`src/rtl/midori_round_ctrl.sv`:
```
// Round/stage sequencer for the masked MIDORI64 scan-flop datapath.
// Optional abort input is enabled by defining MIDORI_CTRL_ABORT_EN.
module midori_round_ctrl #(
  parameter int ROUNDS      = 16,
  parameter int SBOX_STAGES = 4,
  parameter int RND_W       = 5,
  parameter int STG_W       = 2
) (
  input  logic             clk,
  input  logic             rst_n,
  input  logic             start,
`ifdef MIDORI_CTRL_ABORT_EN
  input  logic             abort,
`endif
  output logic             sel_load,
  output logic [RND_W-1:0] round,
  output logic [STG_W-1:0] stage,
  output logic             round_last,
  output logic             busy,
  output logic             done
);

  typedef enum logic [1:0] {
    IDLE  = 2'd0,
    LOAD  = 2'd1,
    RUN   = 2'd2,
    FINAL = 2'd3
  } state_t;

  localparam logic [RND_W-1:0] ROUND_MAX = RND_W'(ROUNDS - 1);
  localparam logic [STG_W-1:0] STAGE_MAX = STG_W'(SBOX_STAGES - 1);

  state_t           state, state_next;
  logic [RND_W-1:0] round_next;
  logic [STG_W-1:0] stage_next;
  logic             sel_load_d, round_last_d, busy_d, done_d;
  logic             abort_req;

`ifdef MIDORI_CTRL_ABORT_EN
  assign abort_req = abort;
`else
  assign abort_req = 1'b0;
`endif

  // Outputs are registered from the next-state decode so they never glitch.
  always_ff @(posedge clk or negedge rst_n) begin
    if (!rst_n) begin
      state      <= IDLE;
      round      <= '0;
      stage      <= '0;
      sel_load   <= 1'b0;
      round_last <= 1'b0;
      busy       <= 1'b0;
      done       <= 1'b0;
    end else begin
      state      <= state_next;
      round      <= round_next;
      stage      <= stage_next;
      sel_load   <= sel_load_d;
      round_last <= round_last_d;
      busy       <= busy_d;
      done       <= done_d;
    end
  end

  always_comb begin
    state_next = state;
    round_next = round;
    stage_next = stage;
    case (state)
      IDLE: begin
        round_next = '0;
        stage_next = '0;
        if (start && !abort_req) state_next = LOAD;
      end
      LOAD: begin
        round_next = '0;
        stage_next = '0;
        state_next = abort_req ? IDLE : RUN;
      end
      RUN: begin
        if (abort_req) begin
          state_next = IDLE;
          round_next = '0;
          stage_next = '0;
        end else if (stage == STAGE_MAX) begin
          // Last stage of the last round: counters hold through FINAL.
          if (round == ROUND_MAX) begin
            state_next = FINAL;
          end else begin
            stage_next = '0;
            round_next = round + 1'b1;
          end
        end else begin
          stage_next = stage + 1'b1;
        end
      end
      FINAL: begin
        state_next = IDLE;
        round_next = '0;
        stage_next = '0;
      end
      default: begin
        state_next = IDLE;
        round_next = '0;
        stage_next = '0;
      end
    endcase
  end

  always_comb begin
    sel_load_d   = (state_next == LOAD);
    busy_d       = (state_next != IDLE);
    done_d       = (state_next == FINAL);
    round_last_d = (state_next == RUN) && (round_next == ROUND_MAX);
  end

endmodule

```
`config.mk`:
```
export PLATFORM = sky130hd
export DESIGN_NAME = midori_round_ctrl
export DESIGN_NICKNAME = d
export VERILOG_FILES = /design/src/rtl/midori_round_ctrl.sv
export SDC_FILE = /design/constraint.sdc
export NUM_CORES = 1
export LEC_CHECK = 0
export ABC_AREA = 1
export BUFFER_PORTS_ARGS = -buffer_cell sky130_fd_sc_hd__buf_4
export CAP_MARGIN = 30
export CORE_MARGIN = 3
export CORE_UTILIZATION = 46
export DETAILED_ROUTE_END_ITERATION = 7
export PLACE_DENSITY = 0.72
export REMOVE_ABC_BUFFERS = 1
export SKIP_LAST_GASP = 1
export SLEW_MARGIN = 30
export SYNTH_ARGS = -nofsm -noshare
export SYNTH_HDL_FRONTEND = slang
export SYNTH_SLANG_ARGS = --single-unit
```
`constraint.sdc`:
```
create_clock -name clk -period 1.5 [get_ports clk]
set_clock_uncertainty 0.2 [all_clocks]
set_input_delay 0.225 -clock clk [delete_from_list [all_inputs] [get_ports clk]]
set_output_delay 0.225 -clock clk [all_outputs]
set_load 0.02 [all_outputs]
```
=== After elaboration in Yosys (flattened, before gate mapping) ===
Index checks and enable logic that the tools add are counted.

* Register bits: 13
* Bits in latches: 0
* Memory bits (writable): 0
* Bits in read-only memories: 0
* Input port bits: 3
* Output and inout bits: 11
* Word-level logic and storage cells: 33
* Memories kept: 0

* Add/subtract/negate cells: 2
* Multipliers: 0
* Divide/modulo/power cells: 0
* Magnitude comparators: 0
* Equal/unequal tests: 10
* Shifts and indexed selects: 0
* Multiplexer cells: 10
* Bitwise operators: 0
* Reduce and logical (&&, ||, !) cells: 4

{| class="wikitable"
|+ Operators by type and width
! kind !! count
|-
| $eq 2x2->1 const B || 5
|-
| $eq 5x4->1 const B || 2
|-
| $mux 2 || 5
|-
| $mux 5 || 2
|-
| $pmux 5 s2 || 1
|-
| $pmux 2 s4 || 1
|-
| $add 5x1->5 const B || 1
|-
| $eq 2x1->1 const B || 2
|-
| $pmux 2 s2 || 1
|-
| $ne 3x3->1 const B || 1
|-
| $reduce_or 3->1 || 1
|-
| $add 2x1->2 const B || 1
|-
| $logic_not 2->1 || 1
|-
| $reduce_bool 2->1 || 1
|-
| $logic_and 1x1->1 || 1
|}

=== Longest topological paths before layout ===
Gate-level depths: netlist (run 1).

* Word-level depth: 6
* Gate-level depth with buffers: 9
* Gate-level depth less buffers: 9

=== Least setup slack after synthesis (run 1) ===
Ideal clock, no wire load.

* Kind: reg-to-reg
* Start point: register stage[0]
* End point: register round_last
* Library setup time: 116 ps
* Arrival time: 1,331 ps
* Data required time: 1,184 ps
* Path slack: -147 ps
* Cell stages (with the launch flop): 9
* Path buffers: 0
* Clock period less this slack: 1,647 ps
* Cell sequence: dfrtp_1 > ha_1 > nand2_2 > nor2_4 > nand3_2 > nand2_2 > nand2_4 > nand3_2 > nor2_1

* Word-level cells in the longest chain between the ends: 5
* Elaborated cells between the ends (all ways): 8
* Those cells by class: 3 x eq/ne; 4 x mux; 1 x reduce/logical

{| class="wikitable"
|+ Ends and longest elaborated chain
! what !! RTL line !! text
|-
| start: declaration || 17 || <nowiki>output logic [STG_W-1:0] stage,</nowiki>
|-
| start signal: assignment || 58 || <nowiki>stage <= stage_next;</nowiki>
|-
| $eq 2x2->1 (*) || 86 || <nowiki>end else if (stage == STAGE_MAX) begin</nowiki>
|-
| $mux 5 or $mux 2 (tied branches) || 86 ||
|-
| $pmux 5 s2 or $pmux 2 s4 (tied branches) || 70 || <nowiki>case (state)</nowiki>
|-
| $eq 5x4->1 or $eq 2x2->1 (tied branches) || 115 || <nowiki>round_last_d = (state_next == RUN) && (round_next == ROUND_MAX);</nowiki>
|-
| $logic_and 1x1->1 (*) || 115 ||
|-
| via round_last_d || 36 || <nowiki>logic sel_load_d, round_last_d, busy_d, done_d;</nowiki>
|-
| end signal: assignment || 60 || <nowiki>round_last <= round_last_d;</nowiki>
|-
| end: declaration || 18 || <nowiki>output logic round_last,</nowiki>
|}

The timed path passes the listed nets; every way through them passes the cells marked *.
A chain may end at the register's enable or synchronous reset.

=== Worst setup path in the final report (run 1) ===
Same ends and word-level chain as after synthesis.

==> results of run 1 <==
-- cells in the mapped netlist --
cell type,instances
sky130_fd_sc_hd__a21boi_0,1
sky130_fd_sc_hd__a21oi_1,4
sky130_fd_sc_hd__clkbuf_2,1
sky130_fd_sc_hd__dfrtp_1,13
sky130_fd_sc_hd__ha_1,5
sky130_fd_sc_hd__inv_1,9
sky130_fd_sc_hd__inv_2,2
sky130_fd_sc_hd__nand2_1,12
sky130_fd_sc_hd__nand2_2,4
sky130_fd_sc_hd__nand2_4,1
sky130_fd_sc_hd__nand3_1,3
sky130_fd_sc_hd__nand3_2,3
sky130_fd_sc_hd__nand4_1,1
sky130_fd_sc_hd__nor2_1,8
sky130_fd_sc_hd__nor2_2,4
sky130_fd_sc_hd__nor2_4,1
sky130_fd_sc_hd__o21ai_0,2
sky130_fd_sc_hd__xor2_1,1
-- kinds of logic after synthesis --
| kind of cell | Yosys count | synth area share, % |
|---|---|---|
| AO/OA/AOI/OAI | 7 | 5.53 |
| XOR/XNOR | 1 | 1.29 |
| adder cells (fa/ha/maj) | 5 | 9.21 |
| buffers and inverters | 12 | 6.81 |
| flip-flops | 13 | 47.9 |
| AND/OR/NAND/NOR | 37 | 29.3 |
-- registers in the layout (all words and copies together), names as in the netlist --
| register | flops |
|---|---|
| stage | 2 |
| state | 2 |
| round | 5 |
| done | 1 |
| round_last | 1 |
| sel_load | 1 |
| busy | 1 |
-- worst max path at each step --
stage / end / slack (ns) / from
floorplan: round_last / -0.15 / stage[0]
global placement: round_last / -0.0006 / stage[0]
detailed placement: round_last / 0.003 / stage[0]
CTS: round_last / 0.005 / stage[0]
global route: round_last / -0.11 / round[1]
finish: round_last / 0.02 / stage[0]
-- per-stage QoR --
stage	TNS (ns)	area, sq um	hold slack (ns)	util [%]	total power [mW]
floorplan	-0.471	674	-0.271	-	0.920
global placement	-0.000571	858	-0.125	63.6	1.24
detailed placement	0	858	-0.123	63.6	1.26
CTS	0	897	0.108	66.5	1.48
global route	-0.142	910	0.122	67.4	1.59
finish	0	910	0.109	67.4	1.46
-- layer usage --
metal	share of wire [%]	vias to the layer above
met5	0	-
met1	44	253
li1	-	287
met2	50	12
met4	2.0	0
met3	4.1	4
-- power by group through the flow --
| stage | combinational [mW] | sequential (mW) | clock, mW |
|---|---|---|---|
| floorplan | 0.360 | 0.560 | 0 |
| global placement | 0.759 | 0.481 | 0 |
| detailed placement | 0.776 | 0.483 | 0 |
| CTS | 0.783 | 0.478 | 0.220 |
| global route | 0.864 | 0.490 | 0.233 |
| finish | 0.770 | 0.477 | 0.211 |
-- cell type report --
| type | count | area share [%] |
|---|---|---|
| flip-flops and latches | 13 | 35.8 |
| multi-input cells | 50 | 34.7 |
| repair buffers | 24 | 20.1 |
| inverters | 11 | 4.54 |
| clock buffers | 4 | 2.89 |
| well taps | 15 | 2.06 |
-- what timing repair did --
action                     4_1_cts  5_1_grt
setup buffers                    0        1
setup endpoints to repair        1        1
hold endpoints to repair        13        0
gates resized for setup          1        2
pin swaps                        0        1
hold buffers                     1        0
-- worst min-delay path, delay by kind of cell --
| kind | cells | cell delay, ns |
|---|---|---|
| buf+inv | 2 | 0.13 |
| simple gates | 3 | 0.21 |
==> flow_summary.json, run 1 <==
{
  "outcome": "finished, final reports clean",
  "area_growth_pct": 33.9,
  "floorplan.initialDensity_pct": 50.3,
  "yosysSeqAreaShare_pct": 47.9,
  "critPathRequiredTime_ns": 1.47,
  "setup_viol": 0,
  "worst_ir_drop_vdd_uv": 1100,
  "cts.htree.levels": 1,
  "crit_path_max_incr_delay_ns": 0.36,
  "yosysUniqueCellTypes": 18,
  "share_clk_of_total_power_pct": 14.5,
  "setup.worst_path.end_class": "register",
  "rows": 13,
  "hold_depth": 5,
  "use_met1_pct": 18.3,
  "gp_congestion": 0.760,
  "most_common_cell_after_layout_fill_and_taps_aside": "sky130_fd_sc_hd__buf_4",
  "placedCellCount": 111,
  "wl_um": 1270,
  "hold_path_startpoint": "start",
  "drive_above_1_share_pct": 43.1,
  "fp.dieH_um": 44.4,
  "timing.rr.end": "round_last",
  "global_route.usage.met2_pct": 25.6,
  "critical_register_to_register_path_startpoint": "stage[0]",
  "wire_per_inst_um": 10.8,
  "fillCellCount": 105,
  "grt_busiest_layer": "met2",
  "p_per_cell_area_nw_per_um2": 1600,
  "reg2reg_depth": 8,
  "ports_placed_on_the_boundary": 14,
  "intPower_uw": 898,
  "max_freq_mhz": 676,
  "setup_repair_after_global_routing_missed_its_margin": "true",
  "dp_hpwl_um": 1050,
  "timing.final.max_slew_violations": 0,
  "synthesis.yosys.warnings": 0,
  "final-hold-violation-count": 0,
  "leakagePower_nw": 0.472,
  "timing.max_cap.violations": 0,
  "drt_pass1_iterations": 2,
  "netlist_top_cells_area": "sky130_fd_sc_hd__dfrtp_1, sky130_fd_sc_hd__ha_1, sky130_fd_sc_hd__nand2_1, sky130_fd_sc_hd__inv_1, sky130_fd_sc_hd__nand3_2",
  "ctsRootBufferMaster": "sky130_fd_sc_hd__clkbuf_4",
  "cp.arrival_ns": 1.45,
  "register_to_register_path_setup_slack_ns": 0.02,
  "crit_type": "reg -> reg",
  "netlist_area_sq_um": 679,
  "core_sq_um": 1350,
  "grt_start_max_net_pins": 14,
  "critical-path-top-delay-family": "simple AND/OR/NAND/NOR gates",
  "insertion_delay_of_the_later_clocked_pin_in_the_worst_skew_pair_ns": 0.27,
  "register_area_sq_um": 325,
  "share_comb_of_total_power_pct": 52.8,
  "post-synth-top-area-cell": "sky130_fd_sc_hd__dfrtp_1",
  "most-common-layout-cells": "sky130_fd_sc_hd__buf_4, sky130_fd_sc_hd__dfrtp_1, sky130_fd_sc_hd__nand2_1, sky130_fd_sc_hd__inv_1, sky130_fd_sc_hd__nor2_1",
  "holdPathEnd": "state[0]",
  "netSwitchingPower_uw": 561,
  "cts.path.max_buffers": 2,
  "number_of_global_route_vias_before_repair": 544,
  "global_route.overflow_total": 0,
  "port_buffers": 13,
  "timing.critical_path.buf_inv": 0,
  "routed_via_density": 4.75,
  "layout_worst_path_cycle_share_pct": 98.6,
  "met3_use_gr_pct": 3.66,
  "dieArea_sq_um": 1970,
  "vias": 556,
  "holdCritPathClass": "in -> reg",
  "route.antenna.remaining_nets": 0,
  "ffs_latches_synth": 13,
  "p_sw_share_pct": 38.4,
  "number_of_cts_inserted_buffers": 3,
  "cts_num_sinks": 13,
  "relSlewSlack_pct": 85.0,
  "synth_top_cell_area_share_pct": 47.9,
  "critical_path_peak_fanout": 5,
  "dp_worst_setup_slack_ns": 0.00292,
  "remaining_routing_drc_violations": 0,
  "global_route.usage.total_pct": 15.5,
  "worst-path-stages": 8,
  "clkSlewWorstSetupHoldPaths_ns": 0.07,
  "critical_path.slowest_cell": "sky130_fd_sc_hd__dfrtp_1",
  "multiInputGateArea_sq_um": 315,
  "die_x_um": 44.4,
  "timing.critical_path.cells": "ha_2 -> nand2_2 -> nor2_4 -> nand3_2 -> nand2_2 -> nand2_4 -> nand3_2 -> nor2_1",
  "grt_first_pass_wirelength_um": 2200,
  "setup_ws_ns": 0.0210,
  "n_antenna_cell": 0,
  "seq_power_share_pct": 32.7,
  "number_of_standard_cells_after_synthesis": 75,
  "final_period_minus_worst_setup_slack_ns": 1.48,
  "fin_cells": 117,
  "grt_antenna_before_repair": 0,
  "cts_tree": "done",
  "timing_worst_slew_pin_value_ns": 0.222,
  "fin_nets": 111,
  "crit_path_start_kind": "register",
  "drtIter0Drc": 5,
  "post_synth.cell_area_avg_sq_um": 9.06
}
Power figures use the tool's default switching activity.
==> run 2, diff against run 1 <==
- SETUP_SLACK_MARGIN: not set -> 0.05
==> run 2 against run 1 <==
Total power is 4.9% higher. Utilization is 3.7 points higher. Final cell count stayed put. Die area stayed put. Wire length is 11% higher. Cell area is 5.5% higher. Sequential cell count stayed put. Sequential share of layout area is 1.9 points lower. First-iteration DRC count is 60% higher. Largest power group unchanged.
==> flow_summary.json, run 2 (synthesized netlist as in run 1, its figures left out) <==
{
  "outcome": "finished, final reports clean",
  "layout_worst_path_cycle_share_pct": 99.1,
  "dieArea_sq_um": 1970,
  "drt_pass1_iterations": 4,
  "crit_path_start_kind": "register",
  "core_sq_um": 1350,
  "fp.dieH_um": 44.4,
  "setup_repair_after_global_routing_missed_its_margin": "true",
  "clkSlewWorstSetupHoldPaths_ns": 0.07,
  "biggestRegsByFlops": "round (5), stage (2), state (2)",
  "global_route.overflow_total": 0,
  "totalNegativeSetupSlack_ns": 0,
  "most-common-layout-cells": "sky130_fd_sc_hd__buf_4, sky130_fd_sc_hd__dfrtp_1, sky130_fd_sc_hd__nand2_1, sky130_fd_sc_hd__inv_1, sky130_fd_sc_hd__nor2_1",
  "setup.worst_path.end_class": "register",
  "multiInputGateArea_sq_um": 365,
  "number_of_global_route_vias_before_repair": 545,
  "wl_um": 1410,
  "p_per_cell_area_nw_per_um2": 1590,
  "largest_register_ffs": 5,
  "timing_worst_slew_pin_value_ns": 0.222,
  "crit_type": "reg -> reg",
  "floorplan.initialDensity_pct": 50.3,
  "global_route.usage.total_pct": 15.8,
  "area_growth_pct": 41.3,
  "final_period_minus_worst_setup_slack_ns": 1.49,
  "fillCellCount": 103,
  "fin_cells": 117,
  "critPathRequiredTime_ns": 1.47,
  "rows": 13,
  "vias": 578,
  "relSlewSlack_pct": 85.0,
  "cts_num_sinks": 13,
  "register_area_sq_um": 325,
  "timing.final.max_slew_violations": 0,
  "cp.arrival_ns": 1.46,
  "worst_ir_drop_vdd_uv": 1140,
  "wire_per_inst_um": 12.1,
  "remaining_routing_drc_violations": 0,
  "gp_congestion": 0.760,
  "holdCritPathClass": "in -> reg",
  "max_freq_mhz": 673,
  "fin_nets": 111,
  "cts.htree.levels": 1,
  "cts_tree": "done",
  "grt_first_pass_wirelength_um": 2240,
  "timing.max_cap.violations": 0,
  "setup_viol": 0,
  "placedCellCount": 111,
  "cts.path.max_buffers": 2,
  "drive_above_1_share_pct": 49.0,
  "critical_path_peak_fanout": 5,
  "max_flop_register": "round",
  "grt_antenna_before_repair": 0,
  "route.antenna.remaining_nets": 0,
  "grt_start_max_net_pins": 14,
  "port_buffers": 13,
  "ports_placed_on_the_boundary": 14,
  "number_of_cts_inserted_buffers": 3,
  "drtIter0Drc": 8,
  "dp_hpwl_um": 1050,
  "die_x_um": 44.4,
  "leakagePower_nw": 0.490,
  "final-hold-violation-count": 0,
  "n_antenna_cell": 0,
  "routed_via_density": 4.94,
  "most_common_cell_after_layout_fill_and_taps_aside": "sky130_fd_sc_hd__buf_4",
  "fin_util_pct": 71.1,
  "ctsRootBufferMaster": "sky130_fd_sc_hd__clkbuf_4",
  "insertion_delay_of_the_later_clocked_pin_in_the_worst_skew_pair_ns": 0.27
}
## run 2: path summary, 6_finish.rpt
path                                from         end  slack [ns]  depth (start not counted)
worst max-delay path            stage[0]  round_last        0.01                          8
worst min-delay path               start    state[0]        0.11                          5
worst max register to register  stage[0]  round_last        0.01                          8
worst min register to register  round[4]    round[4]        0.42                          2
max in group asynchronous          rst_n    state[0]        0.80                          2
min in group asynchronous          rst_n    round[0]        0.14                          2
## run 2: cell type report
class / instances / share of cell area [%]
Multi-Input combinational cell: 50 / 38.1
Tap cell: 15 / 1.96
Inverter: 11 / 4.30
Clock buffer: 4 / 2.74
Timing Repair Buffer: 24 / 19.0
Sequential cell: 13 / 33.9
## run 2: per-layer routing
layer,global-route usage [%],vias to the layer above,part of all wire (%)
li1,-,287,-
met5,0,-,0
met1,18.5,272,41
met2,26.2,14,54
met3,3.66,5,3.6
met4,9.04,0,1.9
## run 2: through the flow
stage	power [mW]	instance area (sq um)	hold slack, ns	setup WS [ns]
after floorplan	0.920	674	-0.271	-0.147
after global placement	1.24	858	-0.125	-0.000571
after detailed placement	1.26	858	-0.123	0.00292
after CTS	1.49	905	0.107	0.0219
after global routing	1.66	960	0.138	-0.0816
final	1.53	960	0.112	0.0134
## run 2: what timing repair did
item	in CTS	in global routing
buffers inserted	0	1
resized for setup	2	12
endpoints found under the hold margin	13	0
hold buffers	1	0
pin swaps	0	4
endpoints found under the setup margin	1	9
## run 2: worst max-delay path, cell delays in order, from the launching register on
cell and delay [ns]:
sky130_fd_sc_hd__dfrtp_1 0.40, sky130_fd_sc_hd__ha_4 0.18, sky130_fd_sc_hd__nand2_4 0.06, sky130_fd_sc_hd__nor2_4 0.15, sky130_fd_sc_hd__nand3_4 0.10, sky130_fd_sc_hd__nand2_2 0.10
sky130_fd_sc_hd__nand2_4 0.08, sky130_fd_sc_hd__nand3_2 0.08, sky130_fd_sc_hd__nor2_1 0.04
## run 2: power breakdown
| part | internal (mW) | switching (mW) | leakage [nW] |
|---|---|---|---|
| combinational | 0.383 | 0.444 | 0.303 |
| clock | 0.103 | 0.110 | 0.0150 |
| sequential | 0.438 | 0.0520 | 0.171 |
| total | 0.924 | 0.606 | 0.490 |
==> run 3, diff against run 2 <==
- PLACE_DENSITY: 0.72 -> 0.69
==> run 3 against run 2 <==
The run now ends with setup timing left. Count of clock-buffer cells in the layout unchanged. Sequential cell count unchanged. Utilization down 1.9 points. Combinational power down 5.4%. Sequential share of layout area up 0.95 points. Register-to-register slack about the same. Clock power about the same. Largest cell class unchanged. Highest routed layer unchanged.
==> flow_summary.json, run 3 (synthesized netlist as in run 1, its figures left out) <==
{
  "port_buffers": 13,
  "timing.final.max_slew_violations": 0,
  "wire_per_inst_um": 11.5,
  "crit_type": "reg -> out",
  "placed_cell_area_sq_um": 843,
  "leakagePower_nw": 0.462,
  "timing.critical_path.buf_inv": 3,
  "route.antenna.remaining_nets": 0,
  "cts_num_sinks": 13,
  "drive_above_1_share_pct": 47.0,
  "wl_um": 1330,
  "fp.dieH_um": 44.4,
  "most_common_cell_after_layout_fill_and_taps_aside": "sky130_fd_sc_hd__buf_4",
  "critical_path_peak_fanout": 4,
  "cts.htree.levels": 1,
  "dieArea_sq_um": 1970,
  "setup.worst_path.end_class": "output pin",
  "cts_tree": "done",
  "setup_viol": 1,
  "fin_nets": 109,
  "totalNegativeSetupSlack_ns": -0.00484,
  "holdCritPathClass": "in -> reg",
  "crit_path_start_kind": "register",
  "register_area_sq_um": 325,
  "remaining_routing_drc_violations": 0,
  "fillCellCount": 111,
  "ports_placed_on_the_boundary": 14,
  "n_antenna_cell": 0,
  "global_route.usage.total_pct": 15.8,
  "die_x_um": 44.4,
  "cp.arrival_ns": 1.08,
  "drt_pass1_iterations": 4,
  "max_flop_register": "round",
  "biggestRegsByFlops": "round (5), stage (2), state (2)",
  "area_growth_pct": 37.4,
  "p_per_cell_area_nw_per_um2": 1610,
  "timing.max_cap.violations": 0,
  "crit_path_max_incr_delay_ns": 0.39,
  "layout_worst_path_cycle_share_pct": 100,
  "critical_path.slowest_cell": "sky130_fd_sc_hd__dfrtp_1",
  "clkSlewWorstSetupHoldPaths_ns": 0.08,
  "routed_via_density": 4.84,
  "violations_in_the_final_reports": "setup timing",
  "final_period_minus_worst_setup_slack_ns": 1.50,
  "cpMostUsedCell": "sky130_fd_sc_hd__buf_4",
  "cts.path.max_buffers": 2,
  "relSlewSlack_pct": 87.1,
  "setup_ws_ns": -0.00484,
  "worst_ir_drop_vdd_uv": 1040,
  "gp_congestion": 0.783,
  "number_of_cts_inserted_buffers": 3,
  "outcome": "finished, violations left",
  "most-common-layout-cells": "sky130_fd_sc_hd__buf_4, sky130_fd_sc_hd__dfrtp_1, sky130_fd_sc_hd__nand2_1, sky130_fd_sc_hd__inv_1",
  "timing_worst_slew_pin_value_ns": 0.191,
  "critPathRequiredTime_ns": 1.07,
  "setup_repair_after_global_routing_missed_its_margin": "true",
  "core_sq_um": 1350,
  "insertion_delay_of_the_later_clocked_pin_in_the_worst_skew_pair_ns": 0.27,
  "critical-path-top-delay-family": "buffers and inverters",
  "vias": 557,
  "max_freq_mhz": 665,
  "largest_register_ffs": 5,
  "floorplan.initialDensity_pct": 50.3,
  "ctsRootBufferMaster": "sky130_fd_sc_hd__clkbuf_4",
  "dp_hpwl_um": 1020,
  "global_route.overflow_total": 0,
  "rows": 13,
  "multiInputGateArea_sq_um": 354,
  "postLayoutCellArea_sq_um": 933,
  "drtIter0Drc": 13,
  "grt_antenna_before_repair": 0,
  "grt_start_max_net_pins": 14,
  "timing.critical_path.cells": "buf_4 -> buf_4 -> buf_4",
  "number_of_global_route_vias_before_repair": 537,
  "final-hold-violation-count": 0,
  "grt_first_pass_wirelength_um": 2190
}
## run 3: changes by cell type in the layout (fill, tap and decap cells not counted)
cell                       before  now
sky130_fd_sc_hd__a21boi_0       0    1
sky130_fd_sc_hd__a21boi_1       1    0
sky130_fd_sc_hd__a21oi_1        2    3
sky130_fd_sc_hd__a21oi_2        2    1
sky130_fd_sc_hd__buf_4         23   21
sky130_fd_sc_hd__ha_1           2    1
sky130_fd_sc_hd__ha_2           1    2
sky130_fd_sc_hd__nand2_1       11   12
sky130_fd_sc_hd__nand2_4        2    1
sky130_fd_sc_hd__nand3_1        2    3
sky130_fd_sc_hd__nand3_2        3    2
sky130_fd_sc_hd__nor2_1         7    6
sky130_fd_sc_hd__nor2_2         5    6
## run 3: metrics by stage
stage | power [mW] | util, % | setup WS [ns] | instances | hold slack, ns
finish | 1.50 | 69.1 | -0.00484 | 115 | 0.104
global route | 1.63 | 69.1 | -0.100 | 115 | 0.140
CTS | 1.45 | 66.8 | 0.0165 | 114 | 0.107
detailed placement | 1.20 | 62.5 | -0.0457 | 109 | -0.124
global placement | 1.18 | 62.5 | -0.0128 | 109 | -0.123
floorplan | 0.920 | - | -0.147 | 74 | -0.271
## run 3: final cells by class
class	instances	area share, %
clock buffer	4	2.82
inverter	11	4.42
multi-input combinational	50	37.9
sequential	13	34.9
tap	15	2.01
timing repair buffer	22	18.0
## run 3: layer usage
metal	track usage, %	wire, um	up-vias
li1	-	-	286
met5	0	0	-
met1	18.6	570	253
met3	4.07	61	5
met2	25.9	659	13
met4	9.04	35	0
## run 3: final timing paths
check | startpoint | end | slack (ns) | cells past startpoint
worst max-delay path | round[0] | round[0] | -0.005 | 3
worst min-delay path | start | state[0] | 0.10 | 5
worst max register to register | stage[1] | round_last | 0.02 | 8
worst min register to register | round[4] | round[4] | 0.41 | 2
max in group asynchronous | rst_n | busy | 0.82 | 2
min in group asynchronous | rst_n | stage[1] | 0.12 | 2
## run 3: repair_timing
item,in CTS,in global routing
endpoints found under the hold margin,13,0
endpoints found under the setup margin,4,4
buffers inserted,0,1
hold buffers,1,0
resized for setup,4,7
pin swaps,0,1
## run 3: worst reg2reg max path, cell delays in order, from the launching register on
cell and delay [ns]:
sky130_fd_sc_hd__dfrtp_1 0.40, sky130_fd_sc_hd__ha_4 0.17, sky130_fd_sc_hd__nand2_2 0.08, sky130_fd_sc_hd__nor2_4 0.13, sky130_fd_sc_hd__nand3_4 0.10, sky130_fd_sc_hd__nand2_2 0.09, sky130_fd_sc_hd__nand2_4 0.08, sky130_fd_sc_hd__nand3_2 0.08
sky130_fd_sc_hd__nor2_2 0.03
## run 3: where the power goes
group	switching (mW)	total (mW)	internal, mW
combinational	0.427	0.782	0.355
clock	0.109	0.213	0.103
sequential	0.0657	0.504	0.438
total	0.602	1.50	0.897
